`src/rtl/mem_stage_access_pkg.sv`:
```
// Shared constants for the MEM stage: writeback-select codes and FSM state encoding.
package mem_stage_access_pkg;

    localparam logic [1:0] WD_SEL_ALU  = 2'b00;
    localparam logic [1:0] WD_SEL_DRAM = 2'b01;
    localparam logic [1:0] WD_SEL_WD   = 2'b10;

    typedef enum logic {
        IDLE = 1'b0,
        BUSY = 1'b1
    } state_t;

endpackage

```
`src/rtl/mem_stage_access_pr_mem_wb.sv`:
```
// MEM/WB pipeline register; a bubble loads an empty slot instead of the incoming instruction.
module pr_MEM_WB (
    input  logic        clk,
    input  logic        rst_n,
    input  logic        i_bubble,
    input  logic        i_rf_we,
    input  logic [4:0]  i_wR,
    input  logic [31:0] i_wb_data,
    input  logic [31:0] i_debug_pc,
    input  logic        i_have_inst,
    output logic        o_rf_we,
    output logic [4:0]  o_wR,
    output logic [31:0] o_wb_data,
    output logic [31:0] o_debug_pc,
    output logic        o_have_inst
);

    always_ff @(posedge clk or negedge rst_n) begin
        if (!rst_n) begin
            o_rf_we     <= 1'b0;
            o_wR        <= '0;
            o_wb_data   <= '0;
            o_debug_pc  <= '0;
            o_have_inst <= 1'b0;
        end else if (i_bubble) begin
            o_rf_we     <= 1'b0;
            o_wR        <= '0;
            o_wb_data   <= '0;
            o_debug_pc  <= '0;
            o_have_inst <= 1'b0;
        end else begin
            o_rf_we     <= i_rf_we;
            o_wR        <= i_wR;
            o_wb_data   <= i_wb_data;
            o_debug_pc  <= i_debug_pc;
            o_have_inst <= i_have_inst;
        end
    end

endmodule

```
`src/rtl/mem_stage_access.sv`:
```
// MEM stage: data-RAM req/ack access with stall and timeout, writeback mux, MEM/WB register.
// state | meaning
// IDLE  | no access outstanding; non-memory ops and zero-wait accesses pass straight to MEM/WB
// BUSY  | access outstanding, request driven from captured regs, pipeline stalled
module mem_stage_access
    import mem_stage_access_pkg::*;
#(
    parameter int TIMEOUT_CYC = 15
) (
    input  logic        clk,
    input  logic        rst_n,
    input  logic [1:0]  wd_sel_i,
    input  logic        rf_we_i,
    input  logic        dram_we_i,
    input  logic [4:0]  wR_i,
    input  logic [31:0] wD_i,
    input  logic [31:0] aluc_i,
    input  logic [31:0] rd2_i,
    input  logic [31:0] debug_pc_i,
    input  logic        debug_have_inst_i,
    output logic        mem_req_o,
    output logic        mem_we_o,
    output logic [31:0] mem_addr_o,
    output logic [31:0] mem_wdata_o,
    input  logic        mem_ack_i,
    input  logic [31:0] mem_rdata_i,
    output logic        stall_o,
    output logic        rf_we_o,
    output logic [4:0]  wR_o,
    output logic [31:0] wb_data_o,
    output logic [31:0] debug_pc_o,
    output logic        debug_have_inst_o,
    output logic        bus_err_o
);

    localparam int CW = $clog2(TIMEOUT_CYC + 1);
    localparam logic [CW-1:0] TO_LAST = CW'(TIMEOUT_CYC - 1);

    state_t      r_state;
    logic [1:0]  r_wd_sel;
    logic        r_rf_we;
    logic        r_we;
    logic [4:0]  r_wR;
    logic [31:0] r_addr;
    logic [31:0] r_wdata;
    logic [31:0] r_pc;
    logic [CW-1:0] r_cnt;
    logic        r_bus_err;

    logic        w_busy;
    logic        w_access;
    logic        w_timeout;
    logic        w_done;
    logic        w_req;
    logic        w_stall;
    logic [1:0]  w_sel;
    logic        w_we;
    logic [31:0] w_alu;
    logic [31:0] w_load_data;
    logic [31:0] w_wb_data;

    assign w_busy    = (r_state == BUSY);
    assign w_access  = debug_have_inst_i & (dram_we_i | (wd_sel_i == WD_SEL_DRAM));
    // The last BUSY cycle still honours an ack; only an unanswered one is a timeout.
    assign w_timeout = w_busy & (r_cnt == TO_LAST) & ~mem_ack_i;
    assign w_done    = w_busy & (mem_ack_i | (r_cnt == TO_LAST));
    assign w_req     = rst_n & ((~w_busy & w_access) | w_busy);
    assign w_stall   = (~w_busy & w_access & ~mem_ack_i) | (w_busy & ~w_done);

    assign mem_req_o   = w_req;
    assign mem_we_o    = w_req & (w_busy ? r_we : dram_we_i);
    assign mem_addr_o  = w_req ? (w_busy ? r_addr : aluc_i) : 32'h0;
    assign mem_wdata_o = w_req ? (w_busy ? r_wdata : rd2_i) : 32'h0;
    assign stall_o     = rst_n & w_stall;
    assign bus_err_o   = r_bus_err;

    assign w_sel       = w_busy ? r_wd_sel : wd_sel_i;
    assign w_we        = w_busy ? r_we : dram_we_i;
    assign w_alu       = w_busy ? r_addr : aluc_i;
    assign w_load_data = w_timeout ? 32'h0 : mem_rdata_i;

    always_comb begin
        w_wb_data = w_alu;
        if (!w_we && w_sel == WD_SEL_DRAM) begin
            w_wb_data = w_load_data;
        end else if (w_sel == WD_SEL_WD) begin
            w_wb_data = wD_i;
        end
    end

    always_ff @(posedge clk or negedge rst_n) begin
        if (!rst_n) begin
            r_state   <= IDLE;
            r_wd_sel  <= WD_SEL_ALU;
            r_rf_we   <= 1'b0;
            r_we      <= 1'b0;
            r_wR      <= '0;
            r_addr    <= '0;
            r_wdata   <= '0;
            r_pc      <= '0;
            r_cnt     <= '0;
            r_bus_err <= 1'b0;
        end else begin
            case (r_state)
                IDLE: begin
                    if (w_access && !mem_ack_i) begin
                        r_state  <= BUSY;
                        r_wd_sel <= wd_sel_i;
                        r_rf_we  <= rf_we_i;
                        r_we     <= dram_we_i;
                        r_wR     <= wR_i;
                        r_addr   <= aluc_i;
                        r_wdata  <= rd2_i;
                        r_pc     <= debug_pc_i;
                        r_cnt    <= '0;
                    end
                end
                BUSY: begin
                    if (w_done) begin
                        r_state <= IDLE;
                        r_cnt   <= '0;
                        if (w_timeout) begin
                            r_bus_err <= 1'b1;
                        end
                    end else begin
                        r_cnt <= r_cnt + 1'b1;
                    end
                end
                default: r_state <= IDLE;
            endcase
        end
    end

    pr_MEM_WB u_pr_mem_wb (
        .clk         (clk),
        .rst_n       (rst_n),
        .i_bubble    (w_stall),
        .i_rf_we     (w_busy ? r_rf_we : (rf_we_i & debug_have_inst_i)),
        .i_wR        (w_busy ? r_wR : wR_i),
        .i_wb_data   (w_wb_data),
        .i_debug_pc  (w_busy ? r_pc : debug_pc_i),
        .i_have_inst (w_busy | debug_have_inst_i),
        .o_rf_we     (rf_we_o),
        .o_wR        (wR_o),
        .o_wb_data   (wb_data_o),
        .o_debug_pc  (debug_pc_o),
        .o_have_inst (debug_have_inst_o)
    );

endmodule

```
`config.mk`:
```
export PLATFORM = sky130hd
export DESIGN_NAME = mem_stage_access
export DESIGN_NICKNAME = d
export VERILOG_FILES = /design/src/rtl/mem_stage_access_pkg.sv /design/src/rtl/mem_stage_access_pr_mem_wb.sv /design/src/rtl/mem_stage_access.sv
export SDC_FILE = /design/constraint.sdc
export NUM_CORES = 1
export LEC_CHECK = 0
export BUFFER_PORTS_ARGS = -buffer_cell sky130_fd_sc_hd__buf_2
export CORE_ASPECT_RATIO = 1.4
export CORE_MARGIN = 2
export CORE_UTILIZATION = 45
export DETAILED_ROUTE_END_ITERATION = 12
export PLACE_DENSITY = 0.83
export SLEW_MARGIN = 10
export SYNTH_ARGS = -nofsm -noshare
export SYNTH_HDL_FRONTEND = slang
export SYNTH_SLANG_ARGS = --single-unit
```
`constraint.sdc`:
```
create_clock -name clk -period 3.2 [get_ports clk]
set_clock_uncertainty 0.1 [all_clocks]
set_input_delay 0.16 -clock clk [delete_from_list [all_inputs] [get_ports clk]]
set_output_delay 0.16 -clock clk [all_outputs]
set_load 0.01 [all_outputs]
```
# ---- Word-level counts from Yosys, hierarchy flattened
# Cells that the tools add are included.
dict set report totals {
  regBits 182
  output_inout_bits 139
  elab_cells 69
  in_bits 173
}
dict set report op_classes {
  n_addsub 1
  bitwise_logic 19
  muxes 23
  reduce_logical 6
  eq_ne 5
}
# op count
set op_table {}
lappend op_table {{$mux W32} 10}
lappend op_table {{$and A1 B1 Y1} 11}
lappend op_table {{$mux W5} 2}
lappend op_table {{$mux W4} 2}
lappend op_table {{$pmux W4 S2} 1}
lappend op_table {{$mux W1} 6}
lappend op_table {{$or A1 B1 Y1} 5}
lappend op_table {{$add A4 B1 Y4 const B} 1}
lappend op_table {{$eq A2 B1 Y1 const B} 2}
lappend op_table {{$eq A4 B4 Y1 const B} 1}
lappend op_table {{$not A1 Y1} 3}
lappend op_table {{$reduce_and A3 Y1} 1}
lappend op_table {{$eq A2 B2 Y1 const B} 1}
lappend op_table {{$logic_and A1 B1 Y1} 2}
lappend op_table {{$logic_not A1 Y1} 2}
lappend op_table {{$mux W2} 1}
lappend op_table {{$ne A2 B1 Y1 const B} 1}
lappend op_table {{$pmux W1 S2} 1}
lappend op_table {{$reduce_and A2 Y1} 1}

# ---- Depth between registers and ports, before layout
# Gate-level depths: netlist of the first run.
dict set report logic_depth {
  depth_word 7
  ltp_mapped 8
  ltp_nobuf 6
}

# ---- Cells and area by module
# A second synthesis of the first run with hierarchy kept.
dict set report unflattened {
  hier_cells 843
  hier_area_um2 9892.0
}
# module n_inst seq_area_each_um2 area_each_um2 cells_per_inst
set by_module_without_submodules {}
lappend by_module_without_submodules {mem_stage_access 1 2777.7 7636.1 694}
lappend by_module_without_submodules {pr_MEM_WB 1 1776.7 2255.9 149}

# ---- Worst setup path before layout of the first run
# OpenSTA, ideal clock, no wires.
dict set report synth_timing {
  kind {reg2reg}
  start {register r_state}
  end {register r_addr[0]}
  setup_ps 125
  path_stages_with_launch 7
  path_slack_ps 1558
  t_required_ps 2975
  path_buffers 3
  period_less_slack_ps 1642
  t_arrival_ps 1416
  path_cell_list {dfrtp_1 inv_1 o2111a_1 buf_2 buf_6 buf_6 mux2_4}
}
dict set report synth_between {
  elab_chain_len 2
}
# element line
set synth_rtl {}
lappend synth_rtl {{start, declared} mem_stage_access.sv:39} ;# state_t r_state;
lappend synth_rtl {{start signal, assigned} mem_stage_access.sv:93} ;# r_state <= IDLE;
lappend synth_rtl {{start signal, assigned} mem_stage_access.sv:107} ;# r_state <= BUSY;
lappend synth_rtl {{start signal, assigned} mem_stage_access.sv:120} ;# r_state <= IDLE;
lappend synth_rtl {{$not A1 Y1 (no source line)} n/a}
lappend synth_rtl {{$reduce_and A2 Y1 (no source line)} n/a}
lappend synth_rtl {{end signal, assigned} mem_stage_access.sv:112} ;# r_addr <= aluc_i;
lappend synth_rtl {{end, declared} mem_stage_access.sv:44} ;# logic [31:0] r_addr;
# Every way passes these cells.
# A chain may end at the register's enable or synchronous reset.

# ---- Final worst setup path of the first run
dict set report layout_timing {
  start {register r_state}
  end {output port stall_o}
}
dict set report layout_between {
  elab_chain_len 5
  elab_cells_between_ends 8
  cone_classes {8 x bitwise}
}
# element line
set layout_rtl {}
lappend layout_rtl {{$not A1 Y1 (no source line) / $and A1 B1 Y1 (equally long branches)} n/a}
lappend layout_rtl {{$and A1 B1 Y1 / $not A1 Y1 (equally long branches)} mem_stage_access.sv:68} ;# assign w_stall = (~w_busy & w_access & ~mem_ack_i) | (w_busy & ~w_done);
lappend layout_rtl {{$and A1 B1 Y1} mem_stage_access.sv:68}
lappend layout_rtl {{$or A1 B1 Y1 (*)} mem_stage_access.sv:68}
lappend layout_rtl {{$and A1 B1 Y1 (*)} mem_stage_access.sv:74} ;# assign stall_o = rst_n & w_stall;
lappend layout_rtl {{end, declared} mem_stage_access.sv:27} ;# output logic stall_o,
# Every way passes the cells marked *; elsewhere a longest branch is shown, timed or not.

==> implementation parameters, run 1 <==
Parameter                              Value

Power and ir drop
  Clock Power Share    30.6%
  Total leakage power    6.37 nW
  Switching portion of total power    31.4%
  Sw Pwr    2.26 mW
  Power Density    556 mW/mm^2
  Total chip power    7.18 mW
  Worst VDD drop    0.383 mV
  Internal cell power    4.93 mW
  Portion of total power attributed to sequential cells    42.6%
  Combinational cell fraction of total power    26.8%

Routing
  Vias    8224
  Number of iterations in the first detailed-routing pass    5
  Number of antenna-violating nets in the routed design    0
  Via count normalized by instance count    5.45
  Avg WL per Cell    18.7 microns
  DRC violation count after routing    0
  Routed WL    28300 microns
  First DRT Iteration DRCs    568

Setup path
  Largest stage delay, worst path    0.67 ns
  Terminus of the critical flop-to-flop path    u_pr_mem_wb.o_debug_pc[25]$_DFF_PN0_
  Crit end category    output pin
  Number of buffer and inverter stages on the critical path    2
  R2R Setup Slk    0.72 ns
  Largest fanout on the critical path    48
  Startpoint of the worst register-to-register path    r_state$_DFF_PN0_
  Endpoint required time on the critical path    2.94 ns
  CP startpoint kind    flop
  Slowest-stage cell, CP    sky130_fd_sc_hd__dfrtp_4
  Data arrival, critical path    2.60 ns
  Crit path launch    r_state$_DFF_PN0_
  Cells on worst reg2reg path    5
  CP top delay family    simple AND/OR/NAND/NOR gates
  Kind of critical path    reg2out
  Worst path cell trace    inv_1 > o2111a_4 > nand2b_1 > and2_1 > buf_2

Place
  Standard cell area after detailed placement    0.0109 sq mm
  Setup slack after placement    0.776 ns
  Final estimated routing congestion in global placement    0.841
  Number of placed instances with taps included    1335
  Number of port buffers    311
  Detailed placer's ending HPWL    17100 microns

Global routing
  Via count of the first global-routing pass    8876
  Grt met2 use    45.5%
  GRT Util Overall    26.2%
  Global-route met1 utilization    29.6%
  Most used routing layer in global routing    met2
  GR Util met3    6.19%
  Gr ovfl total    0
  Maximum number of pins on one net before global-route repair    100
  Number of antenna violations at the first check in global routing    3
  First-pass GRT wire length    45700 microns

Job
  Number of maximum-capacitance violations    0

Final layout
  Final cell utilization of the core    64.9%
  Final net count    1417
  Area added between synthesis and finish    41.7%
  Count of non-filler cells in the finished layout    1510
  Final design area excluding fillers    0.0129 sq mm
  Share of layout cells above drive strength 1    37.8%
  Fill cells    1455

Hold path
  Hold path startpoint    wD_i[30]
  Cell count of the worst hold path    3
  Terminating pin of the worst hold path    u_pr_mem_wb.o_wb_data[30]$_DFF_PN0_
  Kind of path behind the tightest hold check    in2reg

Floorplanning
  Core region area    0.0199 sq mm
  Vertical die dimension    173 microns
  Starting Density    45.8%
  Floorplan die area    0.0215 sq mm
  Row count    61
  Die width    124 microns
  Total I/O pin count    312

Synth
  Number of warning messages in the yosys log    0
  Share of synthesized area occupied by flip-flops and latches    49.9%
  Cell Area, Synth    0.00913 sq mm
  Post-synthesis area per instance    11.1 sq um
  Nets in the synthesized netlist    999
  Post-synthesis instance total    824
  Count of cell types in the netlist    36
  FF+latch count, synth    182

STA
  Slew at the pin closest to its max-slew limit    0.766 ns
  Setup repair after global routing missed its margin    no
  Clock period minus final worst setup slack    2.86 ns
  Final number of hold-violating endpoints    0
  Worst Hold Margin    0.0282 ns
  Least setup slack across all paths after layout    0.344 ns
  Slew headroom    48.8%
  Post-route fraction of the period consumed by the critical path    89.3%
  Final number of setup-violating endpoints    0
  Final Max Tran Viols    0
  Maximum clock rate    350 MHz
  Setup tns final    0 ns

CTS
  Buffer levels on the longest clock path    2
  Total number of H-tree levels    4
  Number of clock sinks    182
  CTS buffer count    17
  Clock tree from TritonCTS    built
  Insertion delay to the later sink of the worst-skew pair    0.43 ns
  Cell at the root of the clock tree    sky130_fd_sc_hd__clkbuf_16
  Setup Fix Bufs, Post-CTS    0
  Clock slew at reported path FFs    0.08 ns

Status
  Status    finished, final reports clean
-- cell type report --
| type | count | area (sq um) | area share [%] |
|---|---|---|---|
| diodes | 3 | 7.51 | 0.0581 |
| clock inverters | 15 | 201 | 1.56 |
| repair buffers | 468 | 3170 | 24.5 |
| clock buffers | 17 | 425 | 3.29 |
| multi-input cells | 569 | 4240 | 32.8 |
| inverters | 4 | 15.0 | 0.116 |
| well taps | 252 | 315 | 2.44 |
| flip-flops and latches | 182 | 4560 | 35.2 |
-- cells in the mapped netlist --
library cell | count | area share [%]
sky130_fd_sc_hd__nand2_1 | 63 | 2.6
sky130_fd_sc_hd__buf_1 | 3 | 0.12
sky130_fd_sc_hd__o21ai_0 | 2 | 0.11
sky130_fd_sc_hd__a31oi_1 | 1 | 0.069
sky130_fd_sc_hd__mux2_4 | 50 | 8.2
sky130_fd_sc_hd__buf_6 | 6 | 0.74
sky130_fd_sc_hd__and3_1 | 61 | 4.2
sky130_fd_sc_hd__nor2b_4 | 1 | 0.15
sky130_fd_sc_hd__clkbuf_1 | 23 | 0.95
sky130_fd_sc_hd__o22a_1 | 1 | 0.096
sky130_fd_sc_hd__inv_1 | 4 | 0.16
sky130_fd_sc_hd__mux2_2 | 55 | 6.8
sky130_fd_sc_hd__o21ai_1 | 1 | 0.055
sky130_fd_sc_hd__nand3_1 | 6 | 0.33
sky130_fd_sc_hd__o32a_1 | 1 | 0.11
sky130_fd_sc_hd__ha_1 | 2 | 0.27
sky130_fd_sc_hd__nor2_1 | 75 | 3.1
sky130_fd_sc_hd__o22ai_1 | 30 | 2.1
sky130_fd_sc_hd__nor2b_1 | 3 | 0.21
sky130_fd_sc_hd__o21a_1 | 1 | 0.082
sky130_fd_sc_hd__o31ai_1 | 30 | 2.5
sky130_fd_sc_hd__a21o_1 | 2 | 0.16
sky130_fd_sc_hd__mux2i_1 | 72 | 7.9
sky130_fd_sc_hd__dfrtp_1 | 182 | 50
sky130_fd_sc_hd__xor2_1 | 1 | 0.096
sky130_fd_sc_hd__nand2b_1 | 36 | 2.5
sky130_fd_sc_hd__o2111a_1 | 1 | 0.12
sky130_fd_sc_hd__o2bb2ai_1 | 2 | 0.19
sky130_fd_sc_hd__buf_4 | 6 | 0.49
sky130_fd_sc_hd__a31o_2 | 1 | 0.096
sky130_fd_sc_hd__o211ai_1 | 1 | 0.082
sky130_fd_sc_hd__and4bb_2 | 1 | 0.14
sky130_fd_sc_hd__or2_2 | 1 | 0.069
sky130_fd_sc_hd__buf_2 | 31 | 1.7
sky130_fd_sc_hd__a21oi_1 | 67 | 3.7
sky130_fd_sc_hd__and2_1 | 1 | 0.069
-- cells in the final DEF, fill, tap and decap left out, types with 2 or more instances in the layout --
cell                            Yosys  routed
sky130_fd_sc_hd__and3_1            61      61
sky130_fd_sc_hd__inv_6              0       3
sky130_fd_sc_hd__clkinv_8           0       5
sky130_fd_sc_hd__nor2b_4            1       3
sky130_fd_sc_hd__dfrtp_1          182     181
sky130_fd_sc_hd__dlygate4sd3_1      0     140
sky130_fd_sc_hd__buf_12             0       6
sky130_fd_sc_hd__inv_1              4       4
sky130_fd_sc_hd__ha_1               2       2
sky130_fd_sc_hd__buf_2             31     310
sky130_fd_sc_hd__mux2_2            55      55
sky130_fd_sc_hd__mux2_4            50      50
sky130_fd_sc_hd__a21oi_1           67      66
sky130_fd_sc_hd__mux2i_1           72      72
sky130_fd_sc_hd__o2bb2ai_1          2       2
sky130_fd_sc_hd__clkbuf_16          0      17
sky130_fd_sc_hd__o21ai_0            2       2
sky130_fd_sc_hd__nor2_1            75      75
sky130_fd_sc_hd__nand2b_1          36      36
sky130_fd_sc_hd__buf_4              6      11
sky130_fd_sc_hd__nand2_1           63      63
sky130_fd_sc_hd__o22ai_1           30      30
sky130_fd_sc_hd__inv_8              0       3
sky130_fd_sc_hd__nand3_1            6       6
sky130_fd_sc_hd__a21o_1             2       2
sky130_fd_sc_hd__o31ai_1           30      30
sky130_fd_sc_hd__diode_2            0       3
-- state kept, by name, indices dropped and copies added, names as in the netlist --
name	flops
r_wR	5
r_cnt	4
bus_err_o	1
r_wdata	32
r_pc	32
r_wd_sel	2
r_rf_we	1
r_state	1
u_pr_mem_wb.o_rf_we	1
u_pr_mem_wb.o_debug_pc	32
u_pr_mem_wb.o_have_inst	1
u_pr_mem_wb.o_wR	5
r_we	1
r_addr	32
u_pr_mem_wb.o_wb_data	32
-- kinds of logic (layout without fill, tap and decap cells) --
logic type | Yosys count | after routing | share of synthesized area, %
xor gates and xnor gates | 1 | 1 | 0.0960
adders and majority gates | 2 | 2 | 0.274
buffers and inverters | 73 | 504 | 4.17
DFF | 182 | 182 | 49.9
and+or+nand+nor | 248 | 248 | 13.3
muxes | 177 | 177 | 22.9
AOI/OAI and AO/OA | 141 | 141 | 9.38
other | 0 | 3 | 0
-- power groups by stage --
stage / Sequential, mW / Clock, mW / Combinational (mW)
global route: 3.11 / 2.34 / 2.08
finish: 3.06 / 2.20 / 1.92
global placement: 3.06 / 0 / 1.71
CTS: 3.04 / 2.26 / 1.89
detailed placement: 3.08 / 0 / 1.75
floorplan: 3.09 / 0 / 1.08
-- worst max path at each step --
stage / to / slack, ns / cells after the start
finish: stall_o / 0.34 / 5
floorplan: r_addr[0]$_DFFE_PN0P_ / 1.56 / 6
global placement: u_pr_mem_wb.o_wR[2]$_DFF_PN0_ / 0.85 / 5
global route: stall_o / 0.19 / 5
CTS: stall_o / 0.34 / 5
detailed placement: u_pr_mem_wb.o_debug_pc[25]$_DFF_PN0_ / 0.78 / 5
-- worst min-delay path, stage by stage --
cell	delay (ns)
sky130_fd_sc_hd__buf_2	0.08
sky130_fd_sc_hd__o211ai_1	0.13
sky130_fd_sc_hd__a21oi_1	0.14
-- layer usage --
metal,share of wire (%),vias to the layer above
met2,52,401
met3,6.4,104
li1,-,3746
met1,37,3973
met4,4.7,0
met5,0,-
-- repair_timing --
| item | 4_1_cts | 5_1_grt |
|---|---|---|
| hold buffers | 140 | 0 |
| gates resized for setup | 0 | 0 |
| endpoints found under the hold margin | 218 | 0 |
Power figures use the tool's default switching activity.
==> inputs of run 2 (changes only) <==
--- a/config.mk
+++ b/config.mk
@@ -10,8 +10,9 @@
 export CORE_MARGIN = 2
 export CORE_UTILIZATION = 45
 export DETAILED_ROUTE_END_ITERATION = 12
-export PLACE_DENSITY = 0.83
+export PLACE_DENSITY = 0.82
 export SLEW_MARGIN = 10
 export SYNTH_ARGS = -nofsm -noshare
 export SYNTH_HDL_FRONTEND = slang
+export SYNTH_HIERARCHICAL = 1
 export SYNTH_SLANG_ARGS = --single-unit
==> run 2 against run 1 <==
Critical path depth unchanged. Worst setup slack lost 0.15 ns. Largest power group unchanged. Final cell count up 3.1%. Via count increased by 7.2%. First-iteration DRC count shrank 2.1%. Maximum frequency decreased by 5.1%. Area after synthesis increased by 8.4%. Die area rose by 8.1%. Flip-flop and latch count unchanged. Final area increased by 5.1%. Sequential share of layout area shrank 1.7 points. Synthesized cell count grew 2.3%.
==> implementation parameters, run 2 <==
Parameter                              Value

Floorplanning
  Die width    129 microns
  Floorplan die area    0.0232 sq mm
  Row count    64
  Total I/O pin count    312
  Core region area    0.0217 sq mm
  Starting Density    45.6%
  Vertical die dimension    179 microns

CTS
  CTS buffer count    17
  Buffer levels on the longest clock path    2
  Setup Fix Bufs, Post-CTS    0
  Insertion delay to the later sink of the worst-skew pair    0.43 ns
  Total number of H-tree levels    4
  Number of clock sinks    182
  Cell at the root of the clock tree    sky130_fd_sc_hd__clkbuf_16
  Clock tree from TritonCTS    built
  Clock slew at reported path FFs    0.07 ns

Power and ir drop
  Power Density    526 mW/mm^2
  Portion of total power attributed to sequential cells    42.8%
  Total chip power    7.15 mW
  Internal cell power    4.89 mW
  Worst VDD drop    0.415 mV
  Sw Pwr    2.25 mW
  Clock Power Share    27.6%
  Total leakage power    6.38 nW
  Switching portion of total power    31.5%
  Combinational cell fraction of total power    29.6%

Setup path
  Data arrival, critical path    2.75 ns
  Endpoint required time on the critical path    2.94 ns
  Largest fanout on the critical path    67
  Largest stage delay, worst path    0.69 ns
  CP startpoint kind    flop
  Worst path cell trace    buf_4 > inv_2 > buf_4 > a211oi_1 > buf_2
  Critical Path Most Common Cell    sky130_fd_sc_hd__buf_4
  Kind of critical path    reg2out
  Crit end category    output pin
  Slowest-stage cell, CP    sky130_fd_sc_hd__dfrtp_4

Routing
  Number of iterations in the first detailed-routing pass    7
  Metal2 WL    15400 microns
  Routed WL    30400 microns
  First DRT Iteration DRCs    556
  DRC violation count after routing    0
  Number of antenna-violating nets in the routed design    0
  Via count normalized by instance count    5.66
  Highest metal layer used by the detailed router    met5
  M1 WL    11500 microns
  Vias    8819
  Wire length on met3    2120 microns
  Avg WL per Cell    19.5 microns

STA
  Final Max Tran Viols    0
  Setup repair after global routing missed its margin    no
  Slew headroom    34.3%
  Clock period minus final worst setup slack    3.01 ns
  Slew at the pin closest to its max-slew limit    0.986 ns
  Post-route fraction of the period consumed by the critical path    94.0%
  Maximum clock rate    332 MHz
  Setup tns final    0 ns
  Worst Hold Margin    0.0230 ns
  Final number of setup-violating endpoints    0
  Final number of hold-violating endpoints    0

Global routing
  Maximum number of pins on one net before global-route repair    181
  GRT Util Overall    26.3%
  First-pass GRT wire length    48300 microns
  Via count of the first global-routing pass    9358
  Number of antenna violations at the first check in global routing    3
  Gr ovfl total    0

Synth
  FF+latch count, synth    182
  Top FF cell, synth    sky130_fd_sc_hd__dfrtp_1
  Share of synthesized area occupied by flip-flops and latches    46.0%
  Cell type contributing the most total cell area after synthesis    sky130_fd_sc_hd__dfrtp_1
  Post-synthesis area per instance    11.7 sq um
  Nets in the synthesized netlist    1018
  Area share of the leading cell type in the synthesized netlist    46.0%
  Count of cell types in the netlist    36
  Largest cells by area after synthesis    sky130_fd_sc_hd__dfrtp_1, sky130_fd_sc_hd__mux2_2, sky130_fd_sc_hd__mux2i_1
  EDFF count, synth    0
  Most frequent cells after synthesis    sky130_fd_sc_hd__dfrtp_1, sky130_fd_sc_hd__mux2_2, sky130_fd_sc_hd__nor2b_1
  Post-synthesis instance total    843
  Most used standard cell by instance count after synthesis    sky130_fd_sc_hd__dfrtp_1
  Cell Area, Synth    0.00989 sq mm
  Post-synth ARST share    100%
  Number of warning messages in the yosys log    6

Status
  Status    finished, final reports clean

Final layout
  Highest-count cells in the layout ignoring fill and taps    sky130_fd_sc_hd__buf_2, sky130_fd_sc_hd__dfrtp_1, sky130_fd_sc_hd__dlygate4sd3_1, sky130_fd_sc_hd__mux2_2, sky130_fd_sc_hd__nor2b_1
  Final cell utilization of the core    62.6%
  Share of layout cells above drive strength 1    39.7%
  Final net count    1421
  Area added between synthesis and finish    37.4%
  Fill cells    1626
  Most common cell after layout, fill and taps aside    sky130_fd_sc_hd__buf_2

Place
  Final estimated routing congestion in global placement    0.831
  Detailed placer's ending HPWL    18000 microns
  Number of port buffers    311

Job
  Number of maximum-capacitance violations    0

Hold path
  Kind of path behind the tightest hold check    in2reg
[run 2: cell count changes after synthesis, sizes merged, moves of 33 or more]
| cell | delta |
|---|---|
| a211oi | +65 |
| a21oi | -65 |
| and3 | -60 |
| inv | +33 |
| mux2 | +37 |
| nand2 | -57 |
| nand2b | -35 |
| nor2 | -74 |
| nor2b | +72 |
[run 2: power by group through the flow]
stage | logic (mW) | clock network, mW | registers, mW
after floorplan | 1.20 | 0 | 3.10
after global placement | 1.90 | 0 | 3.06
after detailed placement | 1.96 | 0 | 3.08
after CTS | 2.09 | 2.01 | 3.04
after global routing | 2.29 | 2.12 | 3.11
final | 2.12 | 1.97 | 3.06
[run 2: repair_timing]
item,in CTS,in global routing
endpoints found under the hold margin,349,1
hold buffers,134,1
setup endpoints to repair,0,2
gates resized for setup,0,1
[run 2: path summary, 6_finish.rpt]
path                                       startpoint                                    to  slack (ns)  cells after the start
worst min register to register  bus_err_o$_DFFE_PN0P_                 bus_err_o$_DFFE_PN0P_        0.36                      1
worst min-delay path                        dram_we_i                      r_we$_DFFE_PN0P_        0.02                      2
min in group asynchronous                       rst_n  u_pr_mem_wb/o_debug_pc[24]$_DFF_PN0_        0.42                      3
worst max register to register      r_state$_DFF_PN0_                  r_pc[19]$_DFFE_PN0P_        0.58                      5
worst max-delay path                r_state$_DFF_PN0_                        mem_addr_o[13]        0.19                      5
max in group asynchronous                       rst_n                     r_state$_DFF_PN0_        1.86                      3
[run 2: cell type report]
cell class | count | area [sq um] | share of cell area (%)
sequential | 182 | 4560 | 33.5
tap | 297 | 372 | 2.73
antenna | 2 | 5.00 | 0.0368
timing repair buffer | 468 | 3140 | 23.1
clock inverter | 13 | 98.8 | 0.727
inverter | 38 | 143 | 1.05
multi-input combinational | 539 | 4840 | 35.6
clock buffer | 18 | 439 | 3.23
[run 2: worst max-delay path, delay by kind of cell (launching register included)]
kind | cells | cell delay [ns]
flops | 1 | 0.69
buf+inv | 4 | 1.18
compound gates | 1 | 0.43
[run 2: cells by family after synthesis]
| family | count (synthesis) | share of synthesized area (%) |
|---|---|---|
| AO/OA/AOI/OAI | 174 | 14.6 |
| XOR/XNOR | 1 | 0.0886 |
| adder cells (fa/ha/maj) | 2 | 0.253 |
| buffers and inverters | 122 | 5.33 |
| flip-flops | 182 | 46.0 |
| multiplexers | 207 | 22.7 |
| AND/OR/NAND/NOR | 155 | 10.9 |
[run 2: metrics by stage]
stage	cells	setup WS [ns]	cell area, sq um
floorplan	843	1.47	9890
global placement	1389	0.660	11700
detailed placement	1389	0.628	11700
CTS	1554	0.141	13600
global route	1557	0.0691	13600
finish	1557	0.191	13600
[run 2: routing by layer]
layer	vias to the layer above	track usage, %
li1	3919	-
met1	4346	30.3
met2	446	44.5
met3	106	6.31
met4	2	14.6
met5	-	0
